`config.mk`:
```
export PLATFORM = sky130hd
export DESIGN_NAME = button_debounce
export DESIGN_NICKNAME = d
export VERILOG_FILES = /design/src/rtl/button_debounce.sv
export SDC_FILE = /design/constraint.sdc
export NUM_CORES = 1
export LEC_CHECK = 0
export ABC_AREA = 1
export ABC_CLOCK_PERIOD_IN_PS = 1600
export CAP_MARGIN = 15
export CORE_AREA = 2 2 74 76
export DETAILED_ROUTE_END_ITERATION = 7
export DIE_AREA = 0 0 76 78
export GPL_TIMING_DRIVEN = 0
export PLACE_DENSITY = 0.54
export SKIP_LAST_GASP = 1
export SYNTH_ARGS = -nofsm -noshare
export SYNTH_HDL_FRONTEND = slang
export SYNTH_SLANG_ARGS = --single-unit
```
`constraint.sdc`:
```
create_clock -name clk -period 1.6 [get_ports clk]
set_input_delay 0.24 -clock clk [delete_from_list [all_inputs] [get_ports clk]]
set_output_delay 0.24 -clock clk [all_outputs]
set_load 0.005 [all_outputs]
```
`src/rtl/button_debounce.sv`:
```
// Push-button conditioner: per-channel 2-flop synchroniser, stability-counter
// debouncer, registered press/release pulses and a clearable wrapping press counter.
module button_debounce #(
  parameter int NUM_BUTTONS     = 1,
  parameter int DEBOUNCE_CYCLES = 50000,
  parameter int COUNT_W         = 8
) (
  input  logic                           clk,
  input  logic                           reset,
  input  logic [NUM_BUTTONS-1:0]         btn_raw_i,
  input  logic [NUM_BUTTONS-1:0]         count_clr_i,
  output logic [NUM_BUTTONS-1:0]         btn_o,
  output logic [NUM_BUTTONS-1:0]         press_o,
  output logic [NUM_BUTTONS-1:0]         release_o,
  output logic [NUM_BUTTONS*COUNT_W-1:0] press_count_o
);

  localparam int              CNT_W = $clog2(DEBOUNCE_CYCLES + 1);
  localparam logic [CNT_W-1:0] LAST = CNT_W'(DEBOUNCE_CYCLES - 1);

  genvar i;
  generate
    for (i = 0; i < NUM_BUTTONS; i++) begin : g_chan
      logic               s1;
      logic               s2;
      logic               stable;
      logic [CNT_W-1:0]   stab_cnt;
      logic               press_q;
      logic               release_q;
      logic [COUNT_W-1:0] count_q;
      logic               accept;
      logic               accept_press;

      // The new level is taken on the edge where the counter already shows
      // DEBOUNCE_CYCLES-1 disagreeing samples, so this edge is the last one.
      assign accept       = (s2 != stable) && (stab_cnt == LAST);
      assign accept_press = accept && s2;

      always_ff @(posedge clk) begin
        if (reset) begin
          s1        <= 1'b0;
          s2        <= 1'b0;
          stable    <= 1'b0;
          stab_cnt  <= '0;
          press_q   <= 1'b0;
          release_q <= 1'b0;
          count_q   <= '0;
        end else begin
          s1        <= btn_raw_i[i];
          s2        <= s1;
          press_q   <= accept_press;
          release_q <= accept && !s2;

          if (s2 == stable) begin
            stab_cnt <= '0;
          end else if (accept) begin
            stable   <= s2;
            stab_cnt <= '0;
          end else begin
            stab_cnt <= stab_cnt + CNT_W'(1);
          end

          // A clear colliding with an accepted press keeps that press.
          if (count_clr_i[i]) begin
            count_q <= accept_press ? COUNT_W'(1) : '0;
          end else if (accept_press) begin
            count_q <= count_q + COUNT_W'(1);
          end
        end
      end

      assign btn_o[i]                             = stable;
      assign press_o[i]                           = press_q;
      assign release_o[i]                         = release_q;
      assign press_count_o[i*COUNT_W +: COUNT_W]  = count_q;
    end
  endgenerate

endmodule

```
## Yosys cells after proc, flatten, opt, wreduce, memory -nomap -nowiden

Index checks and enable logic that the tools add are counted.

- $add $sub $neg: 2
- Multiply operators: 0
- Div/mod/pow operators: 0
- $lt $le $gt $ge: 0
- Eq/ne operators: 3
- Shifts and indexed selects: 0
- Multiplexer cells: 3
- Bitwise logic cells: 1
- Reduce and logical (&&, ||, !) cells: 7

Operators by type and width:

| cell | number |
|---|---|
| $add A16 B1 Y16 const B | 1 |
| $eq A16 B16 Y1 const B | 1 |
| $mux W8 | 2 |
| $add A8 B1 Y8 const B | 1 |
| $logic_and A1 B1 Y1 | 3 |
| $reduce_or A3 Y1 | 1 |
| $reduce_and A2 Y1 | 1 |
| $reduce_bool A2 Y1 | 1 |
| $eq A1 B1 Y1 | 1 |
| $logic_not A1 Y1 | 1 |
| $mux W1 | 1 |
| $ne A1 B1 Y1 | 1 |
| $not A1 Y1 | 1 |

- Register bits: 29
- Bits in latches: 0
- RAM bits: 0
- Bits in read-only memories: 0
- Input port bits: 4
- Output and inout bits: 11
- Logic and storage cells: 23
- Memories: 0

## Logic depth before layout (Yosys ltp)

Gate-level depths: netlist of run 1.

- Word-level depth: 5
- Mapped depth: 9

## Worst setup path before layout of run 1

OpenSTA, ideal clock, no wires.

- Path kind: flip-flop to flip-flop
- Start point: reg g_chan[0].stab_cnt[0]
- End point: reg g_chan[0].stab_cnt[9]
- Library setup time: 0.115 ns
- Arrival: 1.335 ns
- Setup slack: 0.150 ns
- Cell stages (with the launch flop): 10
- Clock period less this slack: 1.450 ns
- Cells stage by stage: dfxtp_1 > ha_1 > nand2_2 > nor2_4 > nand3_2 > nor2_8 > nor2_4 > nand2_4 > buf_6 > nor2_1

- Cells in the longest elaborated chain, start to end: 3
- Elaborated cells on any way between the ends: 4
- Those cells by class: add/sub (1); eq/ne (1); reduce/logical (2)

RTL lines:

| element | RTL line | text |
|---|---|---|
| start, declared | 27 | `logic [CNT_W-1:0] stab_cnt;` |
| start signal, assigned | 60 | `stab_cnt <= stab_cnt + CNT_W'(1);` |
| branches (longest 3 deep; another with $add A16 B1 Y16) | -- |  |

Several ways; the timed one is not identified.
A chain may end at the register's enable or synchronous reset.

## Final worst setup path of run 1

- Start point: reg g_chan[0].stab_cnt[1]
- End point: reg g_chan[0].count_q[3] (netlist: press_count_o[3])

- Cells in the longest elaborated chain, start to end: 4

RTL lines:

| element | RTL line | text |
|---|---|---|
| $eq A16 B16 Y1 | 36 | `assign accept = (s2 != stable) && (stab_cnt == LAST);` |
| $logic_and A1 B1 Y1 | 36 |  |
| $logic_and A1 B1 Y1 | 37 | `assign accept_press = accept && s2;` |
| $reduce_bool A2 Y1 (no source line) | -- |  |
| end signal, assigned | 65 | `count_q <= accept_press ? COUNT_W'(1) : '0;` |
| end signal, assigned | 67 | `count_q <= count_q + COUNT_W'(1);` |
| end, declared | 30 | `logic [COUNT_W-1:0] count_q;` |

No other way between the ends.

==> reports/qor.txt, run 1 <==
Htree depth = 2
Clk buf depth = 2
Share of cells above drive strength 1 = 13.5%
Final min period = 1.47 ns
Worst Skew = 0.00632 ns
Core ar. = 5040 um2
Hpwl dp = 1990 um
Reg-to-reg endpoint = press_count_o[3]$_SDFFE_PP0P_
RSZ-0062 raised after global routing = true
CTS Sinks = 29
Final hold viol count = 0
Worst reg2reg path startpoint = g_chan[0].stab_cnt[1]$_SDFF_PP0_
Final worst slack = 0.133 ns
Slew HR = 66.4%
Reg2reg setup slack = 0.13 ns
Vias per cell = 4.14
Starting density of the core = 27.9%
Outcome = completed
Avg Inst Size Synth = 7.12 um2
Hold endpoint = g_chan[0].s1$_SDFF_PP0_
PortBufs = 13
Largest family of logic cells by synthesized area = simple AND/OR/NAND/NOR gates
CTS Buf Count = 5
Critical path launch point type = flop
Post-Synth Simple-Gate Area = 37.7%
Antenna cells = 0
Most common cell after layout, fill and taps aside = nand2_1
Initial antenna violation count = 0
Fin area = 1810 um2
Final wirelength = 2810 um
Gr usage total = 10.3%
Syn Std Cell Area = 1410 um2
Post-synthesis compound-gate area fraction = 4.80%
Final Net Count = 229
Worst Setup End Kind = flop
Syn Nets = 204
Drt initial violations = 41
CTS clk-pin slew, worst paths = 0.06 ns
WHS Path Cells = 2
Xor and xnor area share after synthesis = 4.35%
Wire length per cell = 9.58 um
Number of detailed-route iterations in the first pass = 4
Syn Inst Count = 198
Synthesis Warnings = 0
Lkg Pwr = 0.665 nW
Hold WC Path Type = input pin to flop
Vias = 1,213
DRC = 0
Area grow syn2layout = 28.2%
Max_cap viols = 0
Vias in the first global route = 1,096
Largest net degree at the start of global routing = 11
Met2 Use GR = 16.2%
Die W = 76 um
CP max FO = 7
PwrDens = 761 nW/um2
Yosys reg bits = 29
Remaining Overflow, GRT = 0
Arr. time, crit path = 1.68 ns
# setup viols final = 0
Worst skew pair latency = 0.28 ns
GPL Wtd Cong = 0.806
Peak VDD IR = 0.543 mV
DP Area = 1630 um2
Die Footprint = 5930 um2
FMAX = 681 MHz
Mux share of post-synthesis cell area = 0%
Ports = 15
Slew Viols, Final = 0
Most frequent cells in the layout = 37 x nand2_1, 35 x nor2_1, 31 x inv_1, 28 x dfxtp_1, 13 x clkdlybuf4s50_1
CTS tree = built
Setup slack at placement = -0.0644 ns
Worst reg-to-reg path cell count = 10
GRT Max-Usage Layer = met2
Seq/Total Area, Yosys = 41.2%
Die height = 78 um
Post-route ant nets = 0
Worst Tran Pin Value = 0.503 ns
Root Driver = clkbuf_8
Hold_sp = reset
Synth Area in Adders = 1.78%
Netlist cell types = 27
Final period utilization = 91.7%
Met3 Usage GRT = 3.49%
WP data required = 1.81 ns
Global-route wire length before repair = 4860 um
Site Rows = 26
Worst Setup Path Type = flop to flop
Met1 Track Usage GR = 12.9%
registers in the layout, indices dropped and copies added, names as in the netlist:
name             count
g_chan.s1            1
g_chan.s2            1
press_count_o        8
g_chan.stab_cnt     16
btn_o                1
press_o              1
release_o            1
cells in the mapped netlist (all sizes together):
cell type	count	share of area [%]
inv	33	8.8
nor4	1	0.44
ha	2	1.8
o21ai	4	1.4
dfxtp	29	41
clkbuf	1	0.27
nand4	4	1.8
o21bai	1	0.53
or2	2	0.89
a21oi	8	2.8
xor2	6	3.7
nor2	38	12
nand3b	1	0.53
xnor2	1	0.62
buf	2	1.2
nand2	42	12
nor3	9	3.9
nand3	14	5.3
area by class of cell:
cell class	count	area, um2
Multi-Input combinational cell	133	709
Fill cell	522	3240
Sequential cell	29	582
Timing Repair Buffer	18	193
Inverter	33	124
Clock buffer	7	86.3
Tap cell	70	87.6
Buffer	3	23.8
stage by stage:
step | instances | util, % | hold slack, ns | power (mW) | TNS [ns]
2_1_floorplan | 198 | - | 0.347 | 0.765 | 0
3_3_place_gp | 281 | 32.3 | 0.390 | 0.777 | -0.570
3_5_place_dp | 281 | 32.3 | 0.400 | 0.777 | -0.628
4_1_cts | 292 | 35.3 | 0.333 | 1.40 | 0
5_1_grt | 293 | 35.8 | 0.379 | 1.43 | -0.0856
6_report | 293 | 35.8 | 0.334 | 1.37 | 0
worst max path at each step:
stage,start,endpoint,cells after the start
after CTS,g_chan[0].stab_cnt[0]$_SDFF_PP0_,press_count_o[3]$_SDFFE_PP0P_,10
final,g_chan[0].stab_cnt[1]$_SDFF_PP0_,press_count_o[3]$_SDFFE_PP0P_,10
after global routing,g_chan[0].stab_cnt[9]$_SDFF_PP0_,press_count_o[5]$_SDFFE_PP0P_,7
after detailed placement,g_chan[0].stab_cnt[0]$_SDFF_PP0_,g_chan[0].stab_cnt[7]$_SDFF_PP0_,9
after floorplan,g_chan[0].stab_cnt[0]$_SDFF_PP0_,g_chan[0].stab_cnt[9]$_SDFF_PP0_,9
after global placement,g_chan[0].stab_cnt[0]$_SDFF_PP0_,g_chan[0].stab_cnt[10]$_SDFF_PP0_,9
worst max-delay path, cell delays in order, from the launching register on:
cell and delay, ns:
dfxtp_1 0.37, ha_4 0.15, nand2_2 0.07, nor2_4 0.15, nand3_4 0.13, nor2_8 0.15
buf_12 0.13, nand3_2 0.06, nand2_1 0.06, nand2_1 0.05, nor2_1 0.11
kinds of logic after synthesis:
kind of cell | Yosys count
adder cells (fa/ha/maj) | 2
flip-flops | 29
XOR/XNOR | 7
buffers and inverters | 36
AND/OR/NAND/NOR | 111
AO/OA/AOI/OAI | 13
timing repair:
action / in CTS / in global routing
setup endpoints to repair: 14 / 24
pin swaps: 3 / 4
hold buffers: 0 / 0
setup buffers: 4 / 1
resized for setup: 3 / 3
metal layers:
layer | share of wire, % | vias up
met5 | 0 | -
met4 | 1.2 | 0
met3 | 4.7 | 2
met2 | 45 | 27
met1 | 49 | 519
li1 | - | 665
power breakdown:
group / internal [mW] / total, mW / switching [mW] / leakage (nW)
logic: 0.0168 / 0.0391 / 0.0223 / 0.386
clock network: 0.341 / 0.607 / 0.267 / 0.0443
registers: 0.725 / 0.727 / 0.00199 / 0.234
Note: power is estimated with default switching activity, not from simulation.
==> run 2, diff against run 1 <==
--- a/config.mk
+++ b/config.mk
@@ -8,11 +8,12 @@
 export ABC_AREA = 1
 export ABC_CLOCK_PERIOD_IN_PS = 1600
 export CAP_MARGIN = 15
-export CORE_AREA = 2 2 74 76
+export CORE_AREA = 2 2 59 61
 export DETAILED_ROUTE_END_ITERATION = 7
-export DIE_AREA = 0 0 76 78
+export DIE_AREA = 0 0 61 63
 export GPL_TIMING_DRIVEN = 0
-export PLACE_DENSITY = 0.54
+export PLACE_DENSITY = 0.74
+export SKIP_CTS_REPAIR_TIMING = 1
 export SKIP_LAST_GASP = 1
 export SYNTH_ARGS = -nofsm -noshare
 export SYNTH_HDL_FRONTEND = slang
==> run 2 against run 1 <==
  * Non-clock buffer count is 4 higher
  * Maximum frequency fell by 4.0%
  * Critical path depth fell by 1
  * Count of clock-buffer cells in the layout down 1
  * Final cell count shrank 6.5%
  * Via count increased by 4.5%
  * Die area decreased by 35%
  * Largest cell class unchanged
  * Critical endpoint is now g_chan[0].stab_cnt[12]$_SDFF_PP0_
  * Global-route usage increased by 5.1 points
  * Wire length decreased by 2.6%
==> reports/qor.txt, run 2 (synthesis gave the netlist of run 1 again) <==
Slew Viols, Final = 0
CP max stage cell = dfxtp_2
CTS clk-pin slew, worst paths = 0.09 ns
Setup crit start = g_chan[0].stab_cnt[1]$_SDFF_PP0_
Worst skew pair latency = 0.33 ns
Ports = 15
CTS tree = built
Initial antenna violation count = 0
Drt initial violations = 28
CTS Buf Count = 5
Die height = 63 um
Site Rows = 21
Outcome = completed
Final period utilization = 95.5%
Worst reg-to-reg path cell count = 9
Vias = 1,267
PwrDens = 681 nW/um2
Worst Skew = 0.0106 ns
Largest net degree at the start of global routing = 11
Worst setup path end = g_chan[0].stab_cnt[12]$_SDFF_PP0_
Max_cap viols = 0
Vias in the first global route = 1,109
Post-route setup TNS = 0 ns
Wire length per cell = 9.97 um
Most common cell after layout, fill and taps aside = nand2_1
Setup slack at placement = -0.0509 ns
PortBufs = 13
Reg-to-reg endpoint = g_chan[0].stab_cnt[12]$_SDFF_PP0_
Post-route ant nets = 0
CP cell instances = ha_4 -> nand2_4 -> nor2_4 -> nand3_4 -> nor2_8 -> nor2_4 -> nand2_4 -> buf_6 -> nor2_1
FMAX = 654 MHz
Critical path launch point type = flop
WP data required = 1.83 ns
Peak VDD IR = 0.363 mV
Worst Setup End Kind = flop
Register area = 583 um2
Lkg Pwr = 0.679 nW
Hpwl dp = 1880 um
CP max FO = 8
Area grow syn2layout = 24.0%
# setup viols final = 0
Reg2reg setup slack = 0.07 ns
Worst Setup Path Type = flop to flop
Clk buf depth = 2
Worst Tran Pin Value = 0.449 ns
Die W = 61 um
Final Net Count = 233
GPL Wtd Cong = 0.843
Hold WC Path Type = input pin to flop
Root Driver = clkbuf_4
Core ar. = 3230 um2
Share of cells above drive strength 1 = 15.4%
Number of detailed-route iterations in the first pass = 4
Global-route wire length before repair = 4510 um
Antenna cells = 0
DRC = 0
CTS Sinks = 29
Crit path largest cell delay = 0.36 ns
Gr usage total = 15.4%
Max FFs per register = 16
Arr. time, crit path = 1.76 ns
Remaining Overflow, GRT = 0
Htree depth = 2
Most frequent cells in the layout = 37 x nand2_1, 35 x nor2_1, 31 x inv_1, 27 x dfxtp_1
Final worst slack = 0.0715 ns
Worst reg2reg path startpoint = g_chan[0].stab_cnt[1]$_SDFF_PP0_
Starting density of the core = 43.6%
Final hold viol count = 0
Slew HR = 70.0%
Top reg by flops = g_chan.stab_cnt
Vias per cell = 4.62
Fill count = 313
Die Footprint = 3840 um2
Final min period = 1.53 ns
Multi-input combinational cell area = 709 um2
Final wirelength = 2730 um
## run 2: cell count changes in the layout (fill, tap and decap cells not counted), sizes merged
cell    before  now
clkinv       0    2
buf          7   11
clkbuf       8    7
## run 2: worst max-delay path, delay by kind of cell, from the launching register on
family | cells | cell delay (ns)
buffers and inverters | 1 | 0.13
flip-flops | 1 | 0.36
AND/OR/NAND/NOR | 7 | 0.79
adder cells (fa/ha/maj) | 1 | 0.15
## run 2: worst min path at each step
stage,endpoint,cells after the start,slack [ns],startpoint
floorplan,g_chan[0].s1$_SDFF_PP0_,2,0.35,btn_raw_i
global placement,g_chan[0].s2$_SDFF_PP0_,2,0.39,g_chan[0].s1$_SDFF_PP0_
detailed placement,g_chan[0].s2$_SDFF_PP0_,2,0.40,g_chan[0].s1$_SDFF_PP0_
CTS,g_chan[0].s2$_SDFF_PP0_,2,0.27,reset
global route,g_chan[0].s2$_SDFF_PP0_,2,0.32,reset
finish,g_chan[0].s2$_SDFF_PP0_,2,0.28,reset
## run 2: area by class of cell
class	count	area share, %
Multi-Input combinational cell	133	40.6
Buffer	3	1.15
Tap cell	46	3.30
Sequential cell	29	33.4
Clock inverter	2	0.573
Clock buffer	6	2.36
Timing Repair Buffer	22	11.5
Inverter	33	7.09
## run 2: per-layer routing
metal	wire (um)	share of wire [%]	track usage [%]	vias to the layer above
met2	1260	46	23.4	14
met3	82	3.0	4.97	6
li1	-	-	-	671
met1	1330	49	19.8	576
met5	0	0	0	-
met4	56	2.0	6.52	0
## run 2: through the flow
stage / utilization [%] / hold slack [ns] / total power [mW] / cells / area (um2)
after global placement: 49.4 / 0.389 / 0.776 / 257 / 1600
final: 54.0 / 0.282 / 1.19 / 274 / 1750
after CTS: 51.0 / 0.271 / 1.20 / 265 / 1650
after detailed placement: 49.4 / 0.399 / 0.776 / 257 / 1600
after global routing: 54.0 / 0.317 / 1.24 / 274 / 1750
after floorplan: - / 0.347 / 0.765 / 198 / 1410
## run 2: power by group
part / switching [mW] / internal (mW) / total (mW)
logic: 0.0223 / 0.0174 / 0.0397
registers: 0.00190 / 0.724 / 0.726
clock network: 0.256 / 0.167 / 0.423
==> run 3, diff against run 2 <==
--- a/config.mk
+++ b/config.mk
@@ -6,13 +6,14 @@
 export NUM_CORES = 1
 export LEC_CHECK = 0
 export ABC_AREA = 1
-export ABC_CLOCK_PERIOD_IN_PS = 1600
+export ABC_CLOCK_PERIOD_IN_PS = 1400
 export CAP_MARGIN = 15
 export CORE_AREA = 2 2 59 61
+export CTS_CLUSTER_DIAMETER = 40
 export DETAILED_ROUTE_END_ITERATION = 7
 export DIE_AREA = 0 0 61 63
 export GPL_TIMING_DRIVEN = 0
-export PLACE_DENSITY = 0.74
+export PLACE_DENSITY = 0.76
 export SKIP_CTS_REPAIR_TIMING = 1
 export SKIP_LAST_GASP = 1
 export SYNTH_ARGS = -nofsm -noshare
==> constraint.sdc (replaced) <==
create_clock -name clk -period 1.4 [get_ports clk]
set_input_delay 0.21 -clock clk [delete_from_list [all_inputs] [get_ports clk]]
set_output_delay 0.21 -clock clk [all_outputs]
set_load 0.005 [all_outputs]
==> run 3 against run 2 <==
  * The flow now finishes with violations (setup timing)
  * Via count is 1.5% higher
  * First-iteration DRC count is 110% higher
  * Non-clock buffer count is 4 higher
  * Cell area is 7.7% higher
  * Worst hold slack worse by 0.036 ns
  * Critical path type unchanged
  * Largest cell class unchanged
==> reports/qor.txt, run 3 (synthesis gave the netlist of run 1 again) <==
Gr usage total = 16.1%
Vias in the first global route = 1,107
CTS Sinks = 29
PortBufs = 13
Die W = 61 um
Combinational fraction of design power = 3.5%
Initial antenna violation count = 0
Number of detailed-route iterations in the first pass = 4
RSZ-0062 raised after global routing = true
GPL Wtd Cong = 0.840
Highest routed layer = met4
Vias = 1,286
Die Footprint = 3840 um2
Crit path largest cell delay = 0.37 ns
Top reg by flops = g_chan.stab_cnt
Hold WC Path Type = input pin to flop
FMAX = 680 MHz
Worst Tran Pin Value = 0.476 ns
Slew Viols, Final = 0
CTS tree = built
Final wirelength = 2850 um
Failing checks = setup timing
Final hold viol count = 0
# setup viols final = 25
Power, Total = 1.40 mW
CP cell instances = ha_4 -> nand2_4 -> nor2_4 -> nand3_4 -> nor2_8 -> nor2_4 -> nand2_4 -> buf_8 -> nor2_1
Final Net Count = 237
Clk buf depth = 2
CP max FO = 10
Vias per cell = 4.64
Post-route ant nets = 0
Lkg Pwr = 0.828 nW
Worst Setup End Kind = flop
Htree depth = 2
Slew HR = 68.2%
Core ar. = 3230 um2
Met2 routed WL = 1350 um
P_sw = 315 uW
Final period utilization = 105%
CTS clk-pin slew, worst paths = 0.09 ns
Largest net degree at the start of global routing = 11
Site Rows = 21
Peak VDD IR = 0.505 mV
M1 WL = 1320 um
Remaining Overflow, GRT = 0
Fin area = 1880 um2
DRC = 0
Max FFs per register = 16
PwrDens = 742 nW/um2
Sequential share of power = 59.1%
Hpwl dp = 1860 um
CP delay by family, top = simple AND/OR/NAND/NOR gates
Max_cap viols = 0
Power share of the clock group = 37.5%
Wire length per cell = 10.3 um
Met3 wire len = 106 um
Sw Share = 22.5%
Final worst slack = -0.0710 ns
Worst Setup Path Type = flop to flop
Fill count = 300
Antenna cells = 0
Drt initial violations = 58
Worst Skew = 0.0111 ns
Worst skew pair latency = 0.33 ns
Outcome = complete, but fails checks
Ports = 15
Die height = 63 um
Most frequent cells in the layout = 37 x nand2_1, 31 x inv_1, 30 x nor2_1, 18 x dfxtp_1, 11 x nand3_1
Most common cell after layout, fill and taps aside = nand2_1
Arr. time, crit path = 1.69 ns
Critical path launch point type = flop
Root Driver = clkbuf_4
Internal power = 1.08 mW
Final min period = 1.47 ns
WP data required = 1.62 ns
CTS Buf Count = 5
Register area = 602 um2
DP Area = 1620 um2
Worst Path Buf+Inv = 1
CP max stage cell = dfxtp_4
Starting density of the core = 43.6%
Area grow syn2layout = 33.6%
Multi-input combinational cell area = 757 um2
Share of cells above drive strength 1 = 26.0%
Global-route wire length before repair = 4640 um
[run 3: worst register-to-register path, delay by kind of cell (launching register included)]
kind          cells  cell delay, ns
buf+inv           1            0.13
flops             1            0.37
simple gates      7            0.72
fa+ha+maj         1            0.14
[run 3: power groups by stage]
stage / logic (mW) / clock network, mW / registers [mW]
after floorplan: 0.0263 / 0 / 0.849
after detailed placement: 0.0381 / 0 / 0.849
after global routing: 0.0548 / 0.580 / 0.825
after CTS: 0.0382 / 0.535 / 0.830
final: 0.0485 / 0.523 / 0.825
after global placement: 0.0376 / 0 / 0.849
[run 3: layout make-up]
cell class	count	share of cell area, %
Inverter	33	6.58
Timing Repair Buffer	26	14.0
Clock buffer	7	2.93
Sequential cell	29	32.0
Tap cell	46	3.06
Multi-Input combinational cell	133	40.2
Buffer	3	1.26
[run 3: final timing paths]
kind	endpoint	depth (start not counted)	start	slack, ns
worst max register to register	g_chan[0].stab_cnt[3]$_SDFF_PP0_	9	g_chan[0].stab_cnt[0]$_SDFF_PP0_	-0.07
worst min-delay path	g_chan[0].s2$_SDFF_PP0_	2	reset	0.25
worst min register to register	g_chan[0].s2$_SDFF_PP0_	2	g_chan[0].s1$_SDFF_PP0_	0.41
worst max-delay path	g_chan[0].stab_cnt[3]$_SDFF_PP0_	9	g_chan[0].stab_cnt[0]$_SDFF_PP0_	-0.07
[run 3: metrics by stage]
stage	utilization (%)	setup slack, ns	TNS [ns]	hold slack, ns	std cells
after floorplan	-	-0.0138	-0.131	0.317	198
after global placement	50.3	-0.155	-1.94	0.389	257
after detailed placement	50.3	-0.171	-2.19	0.399	257
after CTS	52.0	-0.179	-2.85	0.239	264
after global routing	58.2	-0.170	-3.32	0.281	277
final	58.2	-0.0710	-1.06	0.246	277
[run 3: metal layers]
layer | up-vias | track usage (%)
met5 | - | 0
met4 | 0 | 10.1
met3 | 8 | 4.97
met2 | 27 | 22.3
met1 | 569 | 21.3
li1 | 682 | -
==> variant 1: new RTL, config.mk and constraints of run 3 <==
`DEBOUNCE_CYCLES`: 50000 -> 100000.
--- a/src/rtl/button_debounce.sv
+++ b/src/rtl/button_debounce.sv
@@ -2,7 +2,7 @@
 // debouncer, registered press/release pulses and a clearable wrapping press counter.
 module button_debounce #(
   parameter int NUM_BUTTONS     = 1,
-  parameter int DEBOUNCE_CYCLES = 50000,
+  parameter int DEBOUNCE_CYCLES = 100000,
   parameter int COUNT_W         = 8
 ) (
   input  logic                           clk,
Function: no difference found for any inputs over 10 cycles, from zero or initial values and one cycle with reset high; that may be too few to reach the edited logic, so the function may still have changed.
==> variant 1 against run 3 <==
  * The flow still finishes with violations (setup timing)
  * Power fell by 0.14%
  * Critical path depth did not move
  * Sequential share of layout area fell by 2.0 points
  * First-iteration DRC count rose by 3.4%
  * Synthesized cell count rose by 5.6%
  * Count of clock-buffer cells in the layout fell by 2
  * Sequential cell count rose by 1
  * Synthesized area rose by 8.6%
  * Final area rose by 9.0%
  * Combinational power rose by 18%
  * Worst setup slack got worse by 0.070 ns
  * Sequential power rose by 3.8%
  * Routed wire length rose by 12%
  * Global-route usage rose by 0.66 points
  * Critical path type unchanged
  * Critical endpoint is now btn_o$_SDFFE_PP0P_
  * Largest power group unchanged
==> variant 1: results (changes against run 3) <==
Slowest cell on crit path dfxtp_2 (was dfxtp_4); drt via density 4.826 (was 4.643); CP arrival 1.82 ns (was 1.69 ns); post-synth cell types 23 (was 27); nets 248 (was 237); DR WL met3 132 um (was 106 um); Slew @ Worst Pin 0.4365 ns (was 0.4756 ns); Worst R2R Start g_chan[0].stab_cnt[1]$_SDFF_PP0_ (was g_chan[0].stab_cnt[0]$_SDFF_PP0_); Final GP Congestion 0.8930 (was 0.8398); synth warn 0 (unchanged); clock latency on the worst-skew pair 0.34 ns; worst setup path endpoint btn_o$_SDFFE_PP0P_ (was g_chan[0].stab_cnt[3]$_SDFF_PP0_); Seq/Total Area, Yosys 0.3925 (was 0.4121); DP Area 1718 um^2 (was 1624 um^2); Post-synth top cells nor2_1, nand2_1, dfxtp_1 (was nand2_1, nor2_1, inv_1); Syn Nets 215 (was 204); largest net degree at the start of global routing 11 (unchanged); failing checks setup timing (unchanged); cell leakage power 0.9816 nW (was 0.8276 nW); DPL Wire Length 2.100 mm (was 1.856 mm); worst reg2reg setup slack -0.14 ns (was -0.07 ns); NetSw 0.3341 mW (was 0.3146 mW); clk_skew 0.02287 ns (was 0.01110 ns); Post-Layout Cell Count 288 (was 277); met1 Track Usage GR 0.1951 (was 0.2128); Hold Path Class input pin to flip-flop (unchanged); DR WL/cell 11.03 um (was 10.28 um); global routing usage on met2 0.2688 (was 0.2231); worst r2r dst btn_o$_SDFFE_PP0P_ (was g_chan[0].stab_cnt[3]$_SDFF_PP0_); layout cells sized above 1 0.3140 (was 0.2597); WL met1 1.352 mm (was 1.322 mm); Placed Instances 268 (was 257); overall routing resource usage 0.1678 (was 0.1612); Hold Path Sink press_o$_SDFF_PP0_ (was g_chan[0].s2$_SDFF_PP0_); run status finished, violations left (unchanged); Reg2Reg Depth 9 (unchanged); Reg clk slew, reported paths 0.11 ns (was 0.09 ns); n_diodes 0 (unchanged); syn avg cell area 7.322 um^2 (was 7.115 um^2); vias in the first global route 1136 (was 1107); DR iter-0 viols 60 (was 58); Largest register FFs 17 (was 16); global-route wire length before repair 4.802 mm (was 4.643 mm); Area contributors post-synth dfxtp_1, nor2_1, nand2_1, inv_1, xor2_1 (was dfxtp_1, nand2_1, nor2_1, inv_1, nand3_1); I/O Buffers 13 (unchanged); VDD IR max 0.5235 mV (was 0.5050 mV); Setup WS post-layout -0.1407 ns (was -0.07096 ns); First-pass DRT Iterations 4 (unchanged); metal2 WL 1.655 mm (was 1.353 mm); Finish-stage setup viols 24 (was 25); Crit Path Class flip-flop to flip-flop (unchanged); Max FO, Critical Path 6 (was 10); GRT met3 Usage 0.07453 (was 0.04969)
## variant 1: changes by cell type in the layout (fill, tap and decap cells not counted), moves of 4 or more
cell / before / now
inv_1: 31 / 22
nor2_1: 30 / 37
nor2_2: 5 / 12
nand2_2: 3 / 8
nand4_1: 4 / 8
## variant 1: stage by stage
stage / power [mW] / util / hold slack [ns] / worst slack (ns) / setup TNS (ns)
after floorplan: 0.9042 / - / 0.3170 / 0.003082 / 0
after global placement: 0.9170 / 0.5316 / 0.3947 / -0.1850 / -2.649
after detailed placement: 0.9174 / 0.5316 / 0.3975 / -0.2100 / -3.199
after CTS: 1.383 / 0.5463 / 0.2155 / -0.2604 / -4.750
after global routing: 1.438 / 0.6349 / 0.2593 / -0.2259 / -4.328
final: 1.394 / 0.6349 / 0.2441 / -0.1407 / -2.056
## variant 1: cell families after synthesis
| group | Yosys count | share of synthesized area |
|---|---|---|
| compound gates | 4 | 0.01308 |
| flops | 30 | 0.3925 |
| buf+inv | 28 | 0.07849 |
| simple gates | 133 | 0.4309 |
| fa+ha+maj | 2 | 0.01635 |
| xor+xnor | 12 | 0.06868 |
## variant 1: final cells by class
cell class	count	area, um^2
sequential	30	614.3
multi-input combinational	151	923.4
clock inverter	2	10.01
fill	293	1180
inverter	25	96.34
buffer	3	30.03
clock buffer	5	37.54
timing repair buffer	26	282.8
tap	46	57.56
## variant 1: power groups by stage
stage | combinational [mW] | sequential (mW) | clock, mW
6_report | 0.0573 | 0.856 | 0.480
5_1_grt | 0.0625 | 0.857 | 0.518
4_1_cts | 0.0403 | 0.858 | 0.485
3_5_place_dp | 0.0398 | 0.878 | 0
3_3_place_gp | 0.0396 | 0.877 | 0
2_1_floorplan | 0.0269 | 0.877 | 0
==> variant 2: new RTL, settings of run 3 <==
Without the edit above. Reset style: asynchronous (`reset`), changed in one clocked block.
--- a/src/rtl/button_debounce.sv
+++ b/src/rtl/button_debounce.sv
@@ -36,7 +36,7 @@
       assign accept       = (s2 != stable) && (stab_cnt == LAST);
       assign accept_press = accept && s2;
 
-      always_ff @(posedge clk) begin
+      always_ff @(posedge clk or posedge reset) begin
         if (reset) begin
           s1        <= 1'b0;
           s2        <= 1'b0;
Function: same outputs for any inputs over 10 cycles, from zero or initial values and one cycle with reset high; that may be too few to reach the edited logic, so the function may still have changed.
==> variant 2 against run 3 <==
  * Final area up 21%
  * Worst setup slack better by 0.0054 ns
  * Synthesized area up 18%
  * Routed wire length up 34%
  * Sequential cell count unchanged
  * The flow still finishes with violations (setup timing)
  * Clock skew down 0.0042 ns
  * Critical path type unchanged
Power is not compared: it rests on default switching activity, and its combinational part moved more than twofold at a synthesized area within 25%.
==> variant 2: results (changes against run 3) <==
run status finished, violations left (unchanged); failing checks setup timing (unchanged); Setup TNS Final -0.4609 ns (was -1.059 ns); largest net degree at the start of global routing 30 (was 11); largest reg by FF count g_chan.stab_cnt (unchanged); Area contributors post-synth dfrtp_1, nand2_1, inv_1, nor2_1, nand3_1 (was dfxtp_1, nand2_1, nor2_1, inv_1, nand3_1); Mapped Cells 215 (was 198); clk_skew 0.006921 ns (was 0.01110 ns); DR WL/cell 12.43 um (was 10.28 um); FFs & Latches 29 (unchanged); First-pass DRT Iterations 4 (unchanged); nonclk inv count 35 (was 33); Seq/Total Area, Yosys 0.4354 (was 0.4121); post-synth cell types 30 (was 27); CP max stage delay 0.45 ns (was 0.37 ns); H-tree depth 2 (unchanged); P&R area growth vs syn 36.34% (was 33.57%); Num CTS Buffers 5 (unchanged); CP arrival 1.69 ns (about the same); NetSw 0.3486 mW; multi-input combinational cell count 151 (was 133); Finish-stage setup viols 10 (was 25); worst slack, placed -0.1858 ns (was -0.1708 ns); Slew @ Worst Pin 0.4052 ns (was 0.4756 ns); cell leakage power 1.339 nW; fill cell count 262 (was 300); Buffers, non-clock 38 (was 29); nets 266 (was 237); overall routing resource usage 0.1887 (was 0.1612); Slowest cell on crit path dfrtp_2 (was dfxtp_4); n_diodes 0 (unchanged); NonClk Buf Share 0.1608 (was 0.1523); global-route wire length before repair 5.416 mm (was 4.643 mm); Hold Path Class input pin to asynchronous set/reset pin (was input pin to flip-flop); Placed Instances 274 (was 257); layout cells sized above 1 0.3077 (was 0.2597); Post-synth top cells nand2_1, inv_1, nor2_1 (was nand2_1, nor2_1, inv_1); fraction of area in multi-input gates 0.4080 (was 0.4023); DP Area 1854 um^2 (was 1624 um^2); FF/Latch Area 734.5 um^2 (was 601.8 um^2); fraction of registers with async set/reset 1.000 (was 0); Final GP Congestion 0.8526 (was 0.8398); DR iter-0 viols 110 (was 58); I/O Buffers 13 (unchanged); DPL Wire Length 2.149 mm (was 1.856 mm); Main synth FF type dfrtp_1 (was dfxtp_1); Setup WS post-layout -0.06558 ns (was -0.07096 ns); worst setup path start g_chan[0].stab_cnt[7]$_DFF_PP0_ (was g_chan[0].stab_cnt[0]$_SDFF_PP0_); Vias 1507 (was 1286); initial antenna violation count 0 (unchanged); clock-cell share of area 0.02423 (was 0.02926); drt via density 4.925 (was 4.643); vias in the first global route 1255 (was 1107); Clock Path Buffers 2 (unchanged); Max FO, Critical Path 6 (was 10)
[variant 2: cell types whose count changed in the layout (fill, tap and decap cells not counted), sizes merged, moves of 2 or more]
cell	before	now
clkdlybuf4s50	7	2
nand2	42	60
nor3b	0	2
dfrtp	0	29
nor3	9	2
dlymetal6s2s	6	11
nand3	14	22
dfxtp	29	0
buf	15	24
xnor2	1	5
xor2	6	4
[variant 2: power by group through the flow]
stage / combinational, mW / sequential (mW) / clock, mW
after detailed placement: 0.0782 / 0.869 / 0
after global routing: 0.109 / 0.855 / 0.565
final: 0.0994 / 0.853 / 0.515
after floorplan: 0.0567 / 0.868 / 0
after global placement: 0.0769 / 0.869 / 0
after CTS: 0.0783 / 0.852 / 0.534
[variant 2: path summary, 6_finish.rpt]
check	to	slack, ns	depth (start not counted)
setup / recovery	press_count_o[2]$_DFFE_PP0P_	-0.07	6
hold reg to reg	g_chan[0].s2$_DFF_PP0_	0.35	0
hold / removal	g_chan[0].stab_cnt[0]$_DFF_PP0_	0.13	2
min in group clk	g_chan[0].s1$_DFF_PP0_	0.32	1
max in group asynchronous	g_chan[0].stab_cnt[7]$_DFF_PP0_	0.85	3
setup reg to reg	press_count_o[2]$_DFFE_PP0P_	-0.07	6
[variant 2: routing by layer]
| metal | vias to the layer above | track usage | wire (um) |
|---|---|---|---|
| li1 | 753 | - | - |
| met1 | 711 | 0.2533 | 1703 |
| met2 | 33 | 0.2742 | 1820 |
| met3 | 10 | 0.06211 | 163 |
| met4 | 0 | 0.08152 | 116 |
| met5 | - | 0 | 0 |
[variant 2: logic make-up (layout without fill, tap and decap cells)]
family          count (synthesis)  count (layout)  synth area share
simple gates                  128             129            0.3641
buf+inv                        37              80           0.08634
flops                          29              29            0.4354
compound gates                 10              11           0.04279
xor+xnor                        9               9           0.05631
fa+ha+maj                       2               2           0.01501
